--- config.mk ---
export PLATFORM = sky130hd
export DESIGN_NAME = shared_port_arbiter
export DESIGN_NICKNAME = d
export VERILOG_FILES = /design/src/rtl/arb_pkg.sv /design/src/rtl/mux_2_1.sv /design/src/rtl/shared_port_arbiter.sv
export SDC_FILE = /design/constraint.sdc
export NUM_CORES = 1
export LEC_CHECK = 0
export CAP_MARGIN = 40
export CORE_MARGIN = 4
export CORE_UTILIZATION = 39
export CTS_CLUSTER_DIAMETER = 100
export CTS_CLUSTER_SIZE = 10
export DETAILED_ROUTE_END_ITERATION = 6
export PLACE_DENSITY = 0.7
export SLEW_MARGIN = 20
export SYNTH_ARGS = -nofsm -noshare
export SYNTH_HDL_FRONTEND = slang
export SYNTH_SLANG_ARGS = --single-unit
--- constraint.sdc ---
create_clock -name clk -period 2 [get_ports clk]
set_clock_uncertainty 0.1 [all_clocks]
set_input_delay 0.2 -clock clk [delete_from_list [all_inputs] [get_ports clk]]
set_output_delay 0.2 -clock clk [all_outputs]
set_load 0.05 [all_outputs]
--- src/rtl/arb_pkg.sv ---
// Shared types and constants for the two-requester shared-port arbiter.
// ARB_PERF_CNT_EN (optional) enables the grant-cycle counters that use PERF_CNT_W.
package arb_pkg;

    typedef enum logic [1:0] {
        IDLE   = 2'b00,
        GRANT0 = 2'b01,
        GRANT1 = 2'b10
    } arb_state_e;

    localparam int PERF_CNT_W = 16;

endpackage

--- src/rtl/mux_2_1.sv ---
// Two-input operand multiplexer; select=0 passes in1, select=1 passes in2.
module mux_2_1 #(
    parameter int width = 1
) (
    input  logic             select,
    input  logic [width-1:0] in1,
    input  logic [width-1:0] in2,
    output logic [width-1:0] out
);

    assign out = select ? in2 : in1;

endmodule

--- src/rtl/shared_port_arbiter.sv ---
// Round-robin arbiter for two producers sharing one port, with a registered operand stage.
// Define ARB_PERF_CNT_EN to build the cnt0/cnt1 grant-cycle counter ports.
module shared_port_arbiter
    import arb_pkg::*;
#(
    parameter int WIDTH    = 5,
    parameter int MAX_HOLD = 4
) (
    input  logic             clk,
    input  logic             rst_n,
    input  logic             req0,
    input  logic             req1,
    input  logic [WIDTH-1:0] data0,
    input  logic [WIDTH-1:0] data1,
    output logic             gnt0,
    output logic             gnt1,
    output logic             select,
    output logic [WIDTH-1:0] out_data,
    output logic             out_valid
`ifdef ARB_PERF_CNT_EN
    ,
    output logic [PERF_CNT_W-1:0] cnt0,
    output logic [PERF_CNT_W-1:0] cnt1
`endif
);

    localparam int                HOLD_W    = (MAX_HOLD > 1) ? $clog2(MAX_HOLD) : 1;
    localparam logic [HOLD_W-1:0] HOLD_LAST = HOLD_W'(MAX_HOLD - 1);

    arb_state_e        state_q, state_d;
    logic [HOLD_W-1:0] hold_q, hold_d;
    logic              last_q, last_d;
    logic              select_q, select_d;
    logic [WIDTH-1:0]  out_data_q, out_data_d;
    logic              out_valid_q, out_valid_d;
    logic [WIDTH-1:0]  mux_out;
    logic              hold_expired;
    logic              granted;

    mux_2_1 #(.width(WIDTH)) u_mux (
        .select (select_q),
        .in1    (data0),
        .in2    (data1),
        .out    (mux_out)
    );

    assign gnt0      = (state_q == GRANT0);
    assign gnt1      = (state_q == GRANT1);
    assign granted   = gnt0 | gnt1;
    assign select    = select_q;
    assign out_data  = out_data_q;
    assign out_valid = out_valid_q;

    always_ff @(posedge clk or negedge rst_n) begin
        if (!rst_n) begin
            state_q     <= IDLE;
            hold_q      <= '0;
            last_q      <= 1'b1;
            select_q    <= 1'b0;
            out_data_q  <= '0;
            out_valid_q <= 1'b0;
        end else begin
            state_q     <= state_d;
            hold_q      <= hold_d;
            last_q      <= last_d;
            select_q    <= select_d;
            out_data_q  <= out_data_d;
            out_valid_q <= out_valid_d;
        end
    end

    always_comb begin
        state_d      = state_q;
        hold_expired = (hold_q == HOLD_LAST);

        unique case (state_q)
            IDLE: begin
                if (req0 && req1)  state_d = last_q ? GRANT0 : GRANT1;
                else if (req0)     state_d = GRANT0;
                else if (req1)     state_d = GRANT1;
            end
            // Hold expiry only forces a hand-over when the other side is waiting.
            GRANT0: begin
                if (req0 && !(hold_expired && req1)) state_d = GRANT0;
                else if (req1)                       state_d = GRANT1;
                else                                 state_d = IDLE;
            end
            GRANT1: begin
                if (req1 && !(hold_expired && req0)) state_d = GRANT1;
                else if (req0)                       state_d = GRANT0;
                else                                 state_d = IDLE;
            end
            default: state_d = IDLE;
        endcase

        hold_d = hold_q;
        if (state_d != state_q) begin
            hold_d = '0;
        end else if (state_q != IDLE && !hold_expired) begin
            hold_d = hold_q + 1'b1;
        end

        last_d   = last_q;
        select_d = select_q;
        if (state_d == GRANT0) begin
            last_d   = 1'b0;
            select_d = 1'b0;
        end else if (state_d == GRANT1) begin
            last_d   = 1'b1;
            select_d = 1'b1;
        end

        out_valid_d = granted;
        out_data_d  = granted ? mux_out : out_data_q;
    end

`ifdef ARB_PERF_CNT_EN
    logic [PERF_CNT_W-1:0] cnt0_q, cnt1_q;

    always_ff @(posedge clk or negedge rst_n) begin
        if (!rst_n) begin
            cnt0_q <= '0;
            cnt1_q <= '0;
        end else begin
            if (gnt0 && cnt0_q != '1) cnt0_q <= cnt0_q + 1'b1;
            if (gnt1 && cnt1_q != '1) cnt1_q <= cnt1_q + 1'b1;
        end
    end

    assign cnt0 = cnt0_q;
    assign cnt1 = cnt1_q;
`endif

endmodule

==> results of run 1 <==
==> per-layer routing <==
| metal | wire (um) | share of wire [%] |
|---|---|---|
| met1 | 667 | 40 |
| met2 | 869 | 53 |
| met3 | 105 | 6.3 |
| met4 | 12 | 0.73 |
| met5 | 0 | 0 |
==> cell type report <==
type / instances / area [um2]
Inverter: 5 / 18.77
Multi-Input combinational cell: 49 / 432.9
Timing Repair Buffer: 33 / 295.3
Tap cell: 16 / 20.02
Fill cell: 121 / 469.2
Clock buffer: 4 / 36.28
Sequential cell: 12 / 304.0
==> layout by cell type (no fill, tap or decap), types with 2 or more instances in the layout <==
| master | n |
|---|---|
| nand2_1 | 3 |
| o21ai_0 | 3 |
| dfrtp_2 | 2 |
| a21oi_2 | 2 |
| a21oi_1 | 5 |
| nor2_1 | 7 |
| clkdlybuf4s50_1 | 19 |
| dfrtp_1 | 9 |
| inv_2 | 2 |
| mux2i_1 | 6 |
| buf_4 | 14 |
| ha_4 | 3 |
| clkbuf_4 | 3 |
| a221oi_2 | 2 |
| inv_1 | 3 |
| ha_1 | 2 |
==> power breakdown <==
part,switching (mW),internal [mW],leakage (nW)
logic,0.776,0.586,0.329
clock network,0.0749,0.111,0.0210
registers,0.104,0.374,0.139
total,0.955,1.07,0.489
==> cell usage after synthesis <==
| library cell | count | area share, % |
|---|---|---|
| ha_1 | 6 | 11 |
| a21boi_0 | 1 | 1.1 |
| nand2_1 | 3 | 1.6 |
| dfrtp_1 | 11 | 40 |
| a221oi_1 | 2 | 2.6 |
| o21bai_1 | 1 | 1.1 |
| nand2b_2 | 1 | 1.3 |
| or3b_1 | 1 | 1.3 |
| or2_1 | 1 | 0.92 |
| a21bo_2 | 1 | 1.5 |
| a2111oi_0 | 1 | 1.3 |
| inv_1 | 5 | 2.7 |
| nor2_1 | 8 | 4.4 |
| o21ai_1 | 1 | 0.73 |
| xnor2_1 | 1 | 1.3 |
| mux2i_1 | 7 | 10 |
| or3_1 | 2 | 1.8 |
| o2111a_1 | 1 | 1.6 |
| nand2b_1 | 1 | 0.92 |
| clkbuf_1 | 2 | 1.1 |
| dfstp_2 | 1 | 3.8 |
| o21ai_0 | 3 | 2.2 |
| a21oi_1 | 7 | 5.1 |
==> cell families (layout without fill, tap and decap cells) <==
group	after synthesis	count (layout)	share of synthesized area, %
AOI/OAI and AO/OA	18	18	17.22
and+or+nand+nor	17	17	12.27
DFF	12	12	44.14
muxes	7	7	10.26
buffers and inverters	7	42	3.847
adders and majority gates	6	6	10.99
xor gates and xnor gates	1	1	1.282
==> how the worst min path moves through the flow <==
stage / start / endpoint / slack (ns) / depth (start not counted)
after floorplan: rst_n / hold_q[0]$_DFFE_PN0P_ / -0.20 / 0
after global placement: last_q$_DFFE_PN1P_ / last_q$_DFFE_PN1P_ / 0.39 / 2
after detailed placement: last_q$_DFFE_PN1P_ / last_q$_DFFE_PN1P_ / 0.40 / 2
after CTS: rst_n / state_q[1]$_DFF_PN0_ / 0.20 / 1
after global routing: rst_n / out_data[0]$_DFFE_PN0P_ / 0.21 / 1
final: rst_n / out_data[0]$_DFFE_PN0P_ / 0.17 / 1
==> sequential cells by signal (all words and copies together) (netlist names) <==
signal     cells
out_data       5
hold_q         2
state_q        2
last_q         1
out_valid      1
select         1
==> timing repair <==
action,CTS,global route
setup buffers,6,1
resized for setup,2,8
setup endpoints to repair,1,4
pin swaps,4,4
==> worst max-delay path: stages (launching register included) <==
cell and delay [ns]:
dfrtp_2 0.41, inv_2 0.07, ha_4 0.17, or3b_1 0.35
o2111a_1 0.16, or3_4 0.36, a221oi_2 0.23
==> stage by stage <==
stage	power [mW]	setup TNS (ns)	setup WS [ns]	utilization, %	instance area (um2)
6_report	2.025	0	0.05102	70.24	1107
5_1_grt	2.174	-0.06957	-0.04626	70.24	1107
4_1_cts	1.934	0	0.003226	67.70	1067
3_5_place_dp	1.633	-0.1070	-0.04250	61.59	970.9
3_3_place_gp	1.604	-0.007063	-0.007063	61.59	970.9
2_1_floorplan	1.293	0	0.008665	-	715.7
==> results.ini, run 1 <==
[timing]
worstMarginPinSlew_ns = 0.5176
timing.hold.ws_ns = 0.1731
fmax_mhz = 513.1
max_slew_margin_pct = 65.38
slew_violations = 0
finalHoldViolations = 0
period_share_pct = 97.45
setup_viol = 0
fin_crit_ns = 1.949
rsz0062_at_grt = true

[cells_and_area]
antenna_cells = 0
layout-drive-gt1-share_pct = 35.92
finalNetCount = 124
layout.cells.non_filler = 119
area_growth_pct = 62.09

[global_route]
grt_max_degree = 13
grt_most_used_layer = met2
met3_usage_pct = 6.024
gr-usage-met2_pct = 20.70
antenna_found_initial = 0
grt_pass1_vias = 575
grt_usage_pct = 13.53
met1_usage_pct = 16.95
grt_overflow = 0
grt_pass1_wl_mm = 2.587

[status]
run_status = completed

[detailed_routing]
detail-route-antenna-nets = 0
drc = 0
drt-initial-drc-count = 5
drt_pass1_iterations = 4
vias = 610
vias_per_cell = 5.126
wire_per_inst_um = 13.90
wl_mm = 1.654

[floorplanning]
start_util_pct = 43.33
die_w_um = 49.86
core_um2 = 1577
io_pins = 23
rows = 14
fp.dieH_um = 49.86
die_area_um2 = 2486

[setup_path]
worstSetupPathType = register to register
startpoint = state_q[0]$_DFF_PN0_
critPathLaunchType = register
setup.worst_path.end = hold_q[1]$_DFFE_PN0P_
rrSetupSlack_ns = 0.05
required_ns = 2.07
end_kind = register
reg2reg_from = state_q[0]$_DFF_PN0_
r2r-end = hold_q[1]$_DFFE_PN0P_
crit_path_max_fanout = 5
arrival_ns = 2.02
reg2regPathDepth = 6

[clock_tree]
worstSkewPairLatency_ns = 0.27
clock-sinks = 12
numCtsBuffers = 3
cts.path.max_buffers = 2
cts_tree = built
cts_hold_buf = 0
path_clk_slew_ns = 0.07
root_buffer = clkbuf_4
htree_levels = 1

[hold_path]
hp-class = primary input to asynchronous set/reset pin

[placed_design]
dp_cells = 108
hpwl_mm = 1.198
place_congestion = 0.7758
portBuffers = 22

[yosys]
synth.avg_cell_area_um2 = 10.05
synth_cell_types = 23
syn-cell-area_um2 = 683.2
syn_nets = 88
ys_seq_area_share_pct = 44.14
synth_seq_cells = 12
yosysWarnings = 0
synth_cells = 68

[pwr]
vdd_ir_drop_max_mv = 1.031
cellPowerDensity_nw_per_um2 = 1829
p_leak_nw = 0.4889

[flow_run]
cap_violations = 0

Power figures use the tool's default switching activity.
==> run 2: changes to the inputs <==
Settings changed: CORE_UTILIZATION 39 to 40, PLACE_DENSITY 0.7 to default, PLACE_DENSITY_LB_ADDON from default to 0.15, SYNTH_HIERARCHICAL from default to 1.
==> run 2 against run 1 <==
Against the previous run: non-clock buffer count decreased by 7; count of clock-buffer cells in the layout unchanged; via count decreased by 2.6%; critical path depth increased by 1; die area increased by 3.4%; core utilization decreased by 6.9 points; maximum frequency increased by 1.3%; cell area decreased by 1.2%; setup slack improved by 0.025 ns; first-iteration DRC count decreased by 60%; routed wire length decreased by 6.5%; largest cell class unchanged.
==> results.ini, run 2 <==
[placed_design]
hpwl_mm = 1.264
portBuffers = 22
postPlaceCellArea_um2 = 1041
dp_slack_ns = 0.04292
place_congestion = 0.8845
dp_cells = 114

[setup_path]
end_kind = register
critPathLaunchType = register
required_ns = 2.10
arrival_ns = 2.02
crit_path_max_fanout = 5
worstSetupPathType = register to register

[timing]
fmax_mhz = 519.7
slew_violations = 0
tns_ns = 0
finalHoldViolations = 0
layout_setup_ws_ns = 0.07573
worstMarginPinSlew_ns = 0.5557
timing.hold.ws_ns = 0.1911
fin_crit_ns = 1.924
max_slew_margin_pct = 62.84
setup_viol = 0
period_share_pct = 96.21

[cells_and_area]
antenna_cells = 0
layout_common_cells = clkdlybuf4s50_1, mux2_2, dfrtp_1
finish.instance_area_um2 = 1094
layout-drive-gt1-share_pct = 37.23
largest_reg_flops = 5
layout_commonest_cell = clkdlybuf4s50_1
finalNetCount = 115
seq_area_um2 = 302.8
area_growth_pct = 49.91
final_util_pct = 63.33
multi_input_area_um2 = 455.4
fillers = 156
layout.cells.non_filler = 119

[global_route]
grt_overflow = 0
grt_max_degree = 13
grt_usage_pct = 14.09
antenna_found_initial = 0
grt_pass1_wl_mm = 2.704
grt_pass1_vias = 636

[floorplanning]
rows = 15
die_area_um2 = 2571
fp.dieH_um = 50.71
start_util_pct = 42.25
core_um2 = 1727
io_pins = 23
die_w_um = 50.71

[yosys]
syn-cell-area_um2 = 729.5
synth_cell_types = 25
yosysWarnings = 6
syn_nets = 84
synth_area_leaders = dfrtp_1, mux2_2, ha_1
synth_top_area_share_pct = 37.74
synth.avg_cell_area_um2 = 11.40
synth_cells = 64
yosysMostFrequentCell = dfrtp_1
synth_seq_cells = 12
synth_top_area_cell = dfrtp_1
async_reset_ff_share_pct = 100.0
ys_seq_area_share_pct = 41.34
synth_top_flop_cell = dfrtp_1
yosys-top-cells-count = dfrtp_1, mux2_2, ha_1, inv_1, mux2i_1
synth_edf_count = 0

[detailed_routing]
wl_mm = 1.546
drt_pass1_iterations = 4
wire_per_inst_um = 12.99
detail-route-antenna-nets = 0
drt-initial-drc-count = 2
vias = 594
vias_per_cell = 4.992
drc = 0

[pwr]
cellPowerDensity_nw_per_um2 = 1795
fin_total_pwr_mw = 1.963
vdd_ir_drop_max_mv = 1.063
p_leak_nw = 0.4633

[clock_tree]
numCtsBuffers = 3
cts.path.max_buffers = 2
cts_tree = built
clock-sinks = 12
path_clk_slew_ns = 0.08
cts_hold_buf = 0
worstSkewPairLatency_ns = 0.26
root_buffer = clkbuf_4
htree_levels = 1

[hold_path]
hp-class = primary input to asynchronous set/reset pin

[flow_run]
cap_violations = 0

[status]
run_status = completed

==> run 2: logic make-up after synthesis <==
| family | share of synthesized area, % |
|---|---|
| compound gates | 15.26 |
| mux | 20.93 |
| flops | 41.34 |
| simple gates | 7.890 |
| buf+inv | 3.087 |
| fa+ha+maj | 10.29 |
| xor+xnor | 1.201 |
==> run 2: power breakdown <==
group	total (mW)	switching [mW]	internal, mW
Combinational	1.31	0.725	0.580
Sequential	0.468	0.0948	0.373
Clock	0.189	0.0788	0.110
Total	1.96	0.899	1.06
==> run 2: final cells by class <==
cell class                      count  share of cell area [%]
Clock buffer                        4                   3.318
Sequential cell                    12                   27.69
Timing Repair Buffer               26                   22.20
Tap cell                           25                   2.860
Inverter                            6                   2.288
Multi-Input combinational cell     46                   41.65
==> run 2: path summary, 6_finish.rpt <==
path                                         startpoint                       to  slack, ns  cells after the start
worst max-delay path               state_q[1]$_DFF_PN0_       last_q$_DFFE_PN1P_       0.08                      7
worst min-delay path                              rst_n    hold_q[1]$_DFFE_PN0P_       0.19                      1
worst max register to register     state_q[1]$_DFF_PN0_       last_q$_DFFE_PN1P_       0.08                      7
worst min register to register  out_data[2]$_DFFE_PN0P_  out_data[2]$_DFFE_PN0P_       0.41                      1
max in group asynchronous                         rst_n     state_q[1]$_DFF_PN0_       1.21                      1
min in group clk                out_data[2]$_DFFE_PN0P_  out_data[2]$_DFFE_PN0P_       0.41                      1
==> run 2: routing by layer <==
metal  global-route usage (%)  routed length, um  up-vias
met2                    26.30                803       12
met1                    15.50                670      286
met5                        0                  0        -
li1                         -                  -      294
met4                    4.036                 12        0
met3                    3.561                 60        2
==> run 2: worst max-delay path: stages, from the launching register on <==
cell     delay, ns
dfrtp_2       0.44
buf_4         0.14
ha_4          0.15
mux2i_2       0.09
a211o_2       0.35
o21a_1        0.14
ha_4          0.28
mux2i_1       0.17
==> run 2: timing repair <==
| action | 4_1_cts | 5_1_grt |
|---|---|---|
| endpoints found under the hold margin | 0 | 0 |
| endpoints found under the setup margin | 0 | 2 |
| buffers inserted | 0 | 1 |
| gates resized for setup | 0 | 4 |
